<file path="config.mk">
export PLATFORM = sky130hd
export DESIGN_NAME = clint_flat
export DESIGN_NICKNAME = d
export VERILOG_FILES = /design/src/rtl/clint_if.sv /design/src/rtl/clint.sv /design/src/flat_wrapper.sv
export SDC_FILE = /design/constraint.sdc
export NUM_CORES = 1
export LEC_CHECK = 0
export CAP_MARGIN = 0
export CORE_ASPECT_RATIO = 2
export CORE_MARGIN = 1.5
export CORE_UTILIZATION = 30
export CTS_CLUSTER_SIZE = 8
export DETAILED_ROUTE_END_ITERATION = 6
export GPL_ROUTABILITY_DRIVEN = 0
export PLACE_DENSITY = 0.51
export SLEW_MARGIN = 15
export SYNTH_ARGS = -nofsm -noshare
export SYNTH_HDL_FRONTEND = slang
export SYNTH_SLANG_ARGS = --single-unit
</file>
<file path="constraint.sdc">
create_clock -name clk -period 3.4 [get_ports clk]
set_input_delay 0.68 -clock clk [delete_from_list [all_inputs] [get_ports clk]]
set_output_delay 0.68 -clock clk [all_outputs]
set_load 0.1 [all_outputs]
</file>
<file path="src/rtl/clint_if.sv">
// Request/response bus between a core-side master and the CLINT register block.
// One request outstanding; the response is a single-cycle pulse.
interface clint_if;
  logic        req_valid;
  logic        req_write;
  logic [15:0] req_addr;
  logic [7:0]  req_strobe;
  logic [63:0] req_wdata;
  logic        resp_valid;
  logic [63:0] resp_rdata;
  logic        resp_err;

  modport master (
    output req_valid, req_write, req_addr, req_strobe, req_wdata,
    input  resp_valid, resp_rdata, resp_err
  );

  modport slave (
    input  req_valid, req_write, req_addr, req_strobe, req_wdata,
    output resp_valid, resp_rdata, resp_err
  );
endinterface

</file>
<file path="src/rtl/clint.sv">
// Core-local interruptor: msip, mtimecmp and a prescaled 64-bit mtime.
// Access at the sampling edge, response one cycle later; requests ignored while responding.
module clint #(
  parameter int          TICK_DIV      = 1,
  parameter logic [15:0] BASE_MSIP     = 16'h0000,
  parameter logic [15:0] BASE_MTIMECMP = 16'h4000,
  parameter logic [15:0] BASE_MTIME    = 16'hBFF8
) (
  input  logic   clk,
  input  logic   reset,
  clint_if.slave bus,
  output logic   trint,
  output logic   swint
);

  localparam logic [15:0] PRESC_MAX = 16'(TICK_DIV - 1);

  typedef enum logic {IDLE, RESP} state_t;

  state_t      state;
  logic        msip;
  logic [63:0] mtimecmp;
  logic [63:0] mtime;
  logic [15:0] presc;

  logic        tick;
  logic        accept;
  logic        aligned;
  logic        hit_msip;
  logic        hit_cmp;
  logic        hit_time;
  logic        hit_any;
  logic        wr_en;
  logic [63:0] mtime_inc;
  logic [63:0] mtime_nxt;
  logic [63:0] mtimecmp_nxt;
  logic        msip_nxt;
  logic [63:0] rd_val;

  function automatic logic [63:0] merge_bytes(input logic [63:0] old_val,
                                              input logic [63:0] new_val,
                                              input logic [7:0]  strobe);
    logic [63:0] res;
    res = old_val;
    for (int i = 0; i < 8; i++) begin
      if (strobe[i]) res[8*i +: 8] = new_val[8*i +: 8];
    end
    return res;
  endfunction

  assign tick      = (presc == PRESC_MAX);
  assign accept    = (state == IDLE) && bus.req_valid;
  assign aligned   = (bus.req_addr[2:0] == 3'b000);
  assign hit_msip  = aligned && (bus.req_addr == BASE_MSIP);
  assign hit_cmp   = aligned && (bus.req_addr == BASE_MTIMECMP);
  assign hit_time  = aligned && (bus.req_addr == BASE_MTIME);
  assign hit_any   = hit_msip || hit_cmp || hit_time;
  assign wr_en     = accept && bus.req_write;
  assign mtime_inc = mtime + 64'(tick);

  // Strobed bytes of a same-edge mtime write override the tick; the rest keep the increment.
  always_comb begin
    mtime_nxt    = mtime_inc;
    mtimecmp_nxt = mtimecmp;
    msip_nxt     = msip;
    if (wr_en && hit_time) mtime_nxt    = merge_bytes(mtime_inc, bus.req_wdata, bus.req_strobe);
    if (wr_en && hit_cmp)  mtimecmp_nxt = merge_bytes(mtimecmp, bus.req_wdata, bus.req_strobe);
    if (wr_en && hit_msip && bus.req_strobe[0]) msip_nxt = bus.req_wdata[0];
  end

  always_comb begin
    rd_val = 64'd0;
    if (hit_msip)      rd_val = {63'd0, msip};
    else if (hit_cmp)  rd_val = mtimecmp;
    else if (hit_time) rd_val = mtime;
  end

  always_ff @(posedge clk or negedge reset) begin
    if (!reset) begin
      state          <= IDLE;
      msip           <= 1'b0;
      mtimecmp       <= 64'hFFFF_FFFF_FFFF_FFFF;
      mtime          <= 64'd0;
      presc          <= 16'd0;
      bus.resp_valid <= 1'b0;
      bus.resp_rdata <= 64'd0;
      bus.resp_err   <= 1'b0;
    end else begin
      presc          <= tick ? 16'd0 : presc + 16'd1;
      mtime          <= mtime_nxt;
      mtimecmp       <= mtimecmp_nxt;
      msip           <= msip_nxt;
      bus.resp_valid <= 1'b0;
      bus.resp_rdata <= 64'd0;
      bus.resp_err   <= 1'b0;
      case (state)
        IDLE: begin
          if (bus.req_valid) begin
            state          <= RESP;
            bus.resp_valid <= 1'b1;
            bus.resp_err   <= !hit_any;
            bus.resp_rdata <= bus.req_write ? 64'd0 : rd_val;
          end
        end
        RESP: state <= IDLE;
        default: state <= IDLE;
      endcase
    end
  end

  assign trint = (mtime >= mtimecmp);
  assign swint = msip;

endmodule

</file>
<file path="src/flat_wrapper.sv">
// flat-port wrapper written by rule: the top's interface ports become plain ports
module clint_flat 
#(
  parameter int          TICK_DIV      = 1,
  parameter logic [15:0] BASE_MSIP     = 16'h0000,
  parameter logic [15:0] BASE_MTIMECMP = 16'h4000,
  parameter logic [15:0] BASE_MTIME    = 16'hBFF8
)
  (clk, reset, trint, swint, bus_req_valid, bus_req_write, bus_req_addr, bus_req_strobe, bus_req_wdata, bus_resp_valid, bus_resp_rdata, bus_resp_err);
  clint_if bus_i ();
  input  logic clk;
  input  logic reset;
  output logic trint;
  output logic swint;
  input wire logic [$bits(bus_i.req_valid)-1:0] bus_req_valid;
  input wire logic [$bits(bus_i.req_write)-1:0] bus_req_write;
  input wire logic [$bits(bus_i.req_addr)-1:0] bus_req_addr;
  input wire logic [$bits(bus_i.req_strobe)-1:0] bus_req_strobe;
  input wire logic [$bits(bus_i.req_wdata)-1:0] bus_req_wdata;
  output wire logic [$bits(bus_i.resp_valid)-1:0] bus_resp_valid;
  output wire logic [$bits(bus_i.resp_rdata)-1:0] bus_resp_rdata;
  output wire logic [$bits(bus_i.resp_err)-1:0] bus_resp_err;
  assign bus_i.req_valid = bus_req_valid;
  assign bus_i.req_write = bus_req_write;
  assign bus_i.req_addr = bus_req_addr;
  assign bus_i.req_strobe = bus_req_strobe;
  assign bus_i.req_wdata = bus_req_wdata;
  assign bus_resp_valid = bus_i.resp_valid;
  assign bus_resp_rdata = bus_i.resp_rdata;
  assign bus_resp_err = bus_i.resp_err;
  clint #(.TICK_DIV(TICK_DIV), .BASE_MSIP(BASE_MSIP), .BASE_MTIMECMP(BASE_MTIMECMP), .BASE_MTIME(BASE_MTIME)) u_core (.clk(clk), .reset(reset), .bus(bus_i), .trint(trint), .swint(swint));
endmodule
</file>
Word level (Yosys, flattened, before mapping)
Index checks and enable logic that the tools add are counted.
Widths: inputs -> output; s select.
{"block": "op_classes", "reduce_logical": 23, "n_eq_ne": 2, "muxes": 21, "n_addsub": 2, "magnitude_cmp": 1, "n_bitwise": 1}
{"operator": "$mux 64", "n": 7}
{"operator": "$add 64x1->64", "n": 1}
{"operator": "$ge 64x64->1", "n": 1}
{"operator": "$mux 8", "n": 8}
{"operator": "$logic_not 16->1", "n": 2}
{"operator": "$add 16x1->16 const B", "n": 1}
{"operator": "$eq 16x15->1 const B", "n": 1}
{"operator": "$eq 16x16->1 const B", "n": 1}
{"operator": "$mux 16", "n": 1}
{"operator": "$reduce_and 2->1", "n": 8}
{"operator": "$logic_and 1x1->1", "n": 9}
{"operator": "$mux 1", "n": 4}
{"operator": "$logic_not 3->1", "n": 1}
{"operator": "$logic_or 1x1->1", "n": 2}
{"operator": "$pmux 1 s2", "n": 1}
{"operator": "$logic_not 1->1", "n": 1}
{"operator": "$not 1->1", "n": 1}
{"block": "word_totals", "regBits": 212, "wordCells": 65, "out_inout_bits": 68, "input_bits": 92}

Logic depth before layout (Yosys ltp)
Gate-level depths: netlist of the first run.
{"block": "depth", "word_depth": 8, "ltp_mapped": 13, "depth_no_buf": 12}

Worst setup path after synthesis of the first run
No wires, ideal clock.
{"block": "synth_path", "path_kind": "register to output", "start": "reg u_core.mtimecmp[38]", "end": "out trint", "t_arrival_ns": 3.765, "path_buffers": 0, "t_required_ns": 2.720, "path_stages_with_launch": 9, "path_slack_ns": -1.045, "cell_sequence": "dfstp_2 inv_1 ha_1 nand4_1 nor4_1 nand2_1 o211ai_1 a21oi_1 o21ai_0"}
{"block": "synth_between", "elab_chain_cells": 1}
{"element": "start, declared", "line": "clint.sv:22", "text": "logic [63:0] mtimecmp;"}
{"element": "start signal, assigned", "line": "clint.sv:91", "text": "mtimecmp <= mtimecmp_nxt;"}
{"element": "$ge 64x64->1", "line": "clint.sv:111", "text": "assign trint = (mtime >= mtimecmp);"}
{"element": "end, declared", "line": "flat_wrapper.sv:13", "text": "output logic trint;"}
Every way passes these cells.

Worst setup path in the final report of the first run
{"block": "layout_path", "start": "reg u_core.mtimecmp[34]", "end": "out trint"}
The elaborated chain is that of the path after synthesis.

==> metrics.yaml, run 1 <==
status:
  status: "complete, but fails checks"
  violations: "setup timing"
timing:
  clock-skew-final_ps: 20.0
  finalWorstSetupSlack_ps: -51.1
  worstMarginPinSlew_ps: 971
  hold_viol_final: 0
  slew_violations: 0
  period_needed_ps: 3450
  rsz0062_at_grt: "yes"
  setup_viol: 1
  max_freq_ghz: 0.290
  post-route-period-util_pct: 102
  slew-limit-headroom_pct: 35.0
logic_synthesis:
  synth_flop_cell: "dfrtp_1"
  synth_cells: 1160
  ys_ff_latch: 211
  synth_area_mm2: 0.0110
  synth.yosys.seq_area_share_pct: 48.9
  syn_nets: 1320
  async_flop_share_pct: 100
  synth-edff-count: 0
  ys_warn_count: 0
  syn_avg_cell_area_um2: 9.45
  synth_cell_types: 49
detailed_routing:
  vias_per_cell: 4.98
  routed_wl_um: 34400
  drt-initial-drc-count: 352
  vias: 9072
  drtAntennaViolNets: 0
  route.detailed.drc: 0
  first_pass_iters: 4
  wl_per_cell_um: 18.9
grt:
  grt.overflow.total: 0
  grt_max_degree: 84
  antenna_found_initial: 0
  grt_pass1_vias: 9622
  gr-usage-all-layers_pct: 18.0
  grt_pass1_wl_um: 53300
floorplanning:
  core_mm2: 0.0359
  start_util_pct: 30.5
  die-area_mm2: 0.0378
  ioPinCount: 160
  die_x_um: 138
  die_y_um: 273
  placementRows: 98
cts:
  cts_buffers: 30
  clock_path_buffers: 3
  htreeDepth: 1
  tritoncts: "yes"
  clk_pin_slew_ps: 50
  cts.sinks: 211
  ctsHoldBuffers: 0
  ctsRootBufferMaster: "clkbuf_16"
  worstSkewPairLatency_ps: 550
final_layout:
  final_cell_area_mm2: 0.0142
  syn2layout_area_growth_pct: 29.7
  layout-drive-gt1-share_pct: 19.6
  final_cell_mix: "dfrtp_1 (147), nand2_1 (138), nor2_1 (130)"
  nFillCells: 3649
  multi_input_area_mm2: 0.00522
  final_common_cell: "dfrtp_1"
  num_antenna_cells: 0
  register_area_mm2: 0.00536
  layout.nets: 1506
worst_setup_path:
  crit_family: "simple AND/OR/NAND/NOR gates"
  crit_type: "reg2out"
  crit_path_top_delay_cell: "dfstp_2"
  cp.arrival_ps: 2770
  path_max_fanout: 3
  worst-path-buf-inv: 2
  endpoint_kind: "output pin"
  startpoint_type: "flip-flop"
  path_cells: "inv_2 > ha_4 > nand4_1 > nor4_2 > nand2_1 > o211ai_1 > a21oi_4 > o21ai_2 > buf_12"
  cp_data_required_time_ps: 2720
  critPathMaxStageDelay_ps: 530
placement:
  placed_area_mm2: 0.0131
  portBuffers: 159
  hpwlAfterDp_um: 25600
  pre_cts_slack_ps: 162
power:
  power.leakage_nw: 6.38
  internal-power_mw: 4.33
  switching_share_pct: 22.5
  p_clk_share_pct: 50.2
  p_comb_share_pct: 4.5
  powerDensity_mw_per_mm2: 393
  pwr-share-seq_pct: 45.3
  switchingPower_mw: 1.26
  vdd_drop_max_mv: 0.326
hold_path:
  hp-class: "in2async"
flow_run:
  cap_violations: 0
-- routing by layer --
metal | global-route usage [%] | vias to the layer above | wire (um) | part of all wire (%)
met1 | 18.3 | 4406 | 12200 | 36
met4 | 9.47 | 0 | 1770 | 5.1
met3 | 2.29 | 70 | 1290 | 3.7
met2 | 35.4 | 237 | 19100 | 56
li1 | - | 4359 | - | -
met5 | 0 | - | 0 | 0
-- sequential cells by signal (all words and copies together) (netlist names) --
signal and flops:
u_core.bus.resp_rdata 64, u_core.mtime 64, u_core.bus.resp_valid 1, u_core.presc 16, u_core.bus.resp_err 1, u_core.mtimecmp 64
u_core.swint 1
-- power groups by stage --
stage | Sequential, mW | Clock, mW | Combinational [mW]
CTS | 2.53 | 2.89 | 0.258
finish | 2.53 | 2.80 | 0.252
detailed placement | 2.57 | 0 | 0.256
floorplan | 2.58 | 0 | 0.0273
global placement | 2.57 | 0 | 0.256
global route | 2.53 | 2.99 | 0.273
-- cells in the mapped netlist (5+ instances only) --
| cell | count | share of area, % |
|---|---|---|
| a211oi_1 | 6 | 0.41 |
| a21oi_1 | 45 | 2.1 |
| a221oi_1 | 5 | 0.40 |
| a22oi_1 | 63 | 4.3 |
| and3_1 | 24 | 1.4 |
| and4_1 | 7 | 0.56 |
| buf_1 | 6 | 0.21 |
| buf_2 | 20 | 0.91 |
| clkbuf_1 | 29 | 0.99 |
| dfrtp_1 | 147 | 34 |
| dfstp_2 | 64 | 15 |
| ha_1 | 68 | 7.8 |
| inv_1 | 83 | 2.8 |
| mux2_2 | 14 | 1.4 |
| nand2_1 | 138 | 4.7 |
| nand3_1 | 38 | 1.7 |
| nand4_1 | 20 | 1.1 |
| nor2_1 | 130 | 4.5 |
| nor3_1 | 29 | 1.3 |
| nor4_1 | 14 | 0.80 |
| o21ai_0 | 84 | 3.8 |
| o21ai_1 | 11 | 0.50 |
| xnor2_1 | 60 | 4.8 |
| xor2_1 | 15 | 1.2 |
-- worst paths after layout --
| kind | startpoint | to | slack, ps | depth (start not counted) |
|---|---|---|---|---|
| setup / recovery | u_core.mtimecmp[34] | trint | -50 | 9 |
| hold / removal | reset | u_core.bus.resp_rdata[21] | 150 | 1 |
| setup reg to reg | u_core.presc[0] | u_core.mtime[26] | 310 | 12 |
| hold reg to reg | u_core.presc[15] | u_core.presc[15] | 480 | 1 |
| max in group asynchronous | reset | u_core.mtimecmp[40] | 2280 | 2 |
| min in group clk | u_core.presc[15] | u_core.presc[15] | 480 | 1 |
-- through the flow --
stage	hold WS, ps	util (%)	total power [mW]	setup TNS (ps)	cells
2_1_floorplan	384	-	2.61	0	1160
3_3_place_gp	466	36.6	2.83	0	1759
3_5_place_dp	466	36.6	2.83	0	1759
4_1_cts	196	39.4	5.68	-71.9	1818
5_1_grt	221	39.6	5.79	-176	1820
6_report	153	39.6	5.58	-51.1	1820
-- kinds of logic after synthesis --
| logic type | synth area share (%) |
|---|---|
| AND/OR/NAND/NOR | 18.2 |
| AO/OA/AOI/OAI | 12.7 |
| flip-flops | 48.9 |
| buffers and inverters | 5.02 |
| XOR/XNOR | 5.99 |
| adder cells (fa/ha/maj) | 7.76 |
| multiplexers | 1.44 |
-- area by class of cell --
| class | count | area share (%) |
|---|---|---|
| clock inverters | 1 | 0.0528 |
| flip-flops and latches | 211 | 37.7 |
| inverters | 83 | 2.19 |
| multi-input cells | 810 | 36.7 |
| clock buffers | 55 | 6.09 |
| well taps | 450 | 3.96 |
| repair buffers | 210 | 13.3 |
-- timing repair --
item                                    4_1_cts  5_1_grt
endpoints found under the hold margin         0        0
pin swaps                                    12        0
resized for setup                            23        6
setup buffers                                 3        2
endpoints found under the setup margin        1       15
(Power assumes the default switching activity.)
==> inputs of run 2 (changes only) <==
HOLD_SLACK_MARGIN = 0.02   (was default)
==> results of run 2 <==
No change in the layout: final DEF, timing and power equal those of run 1.
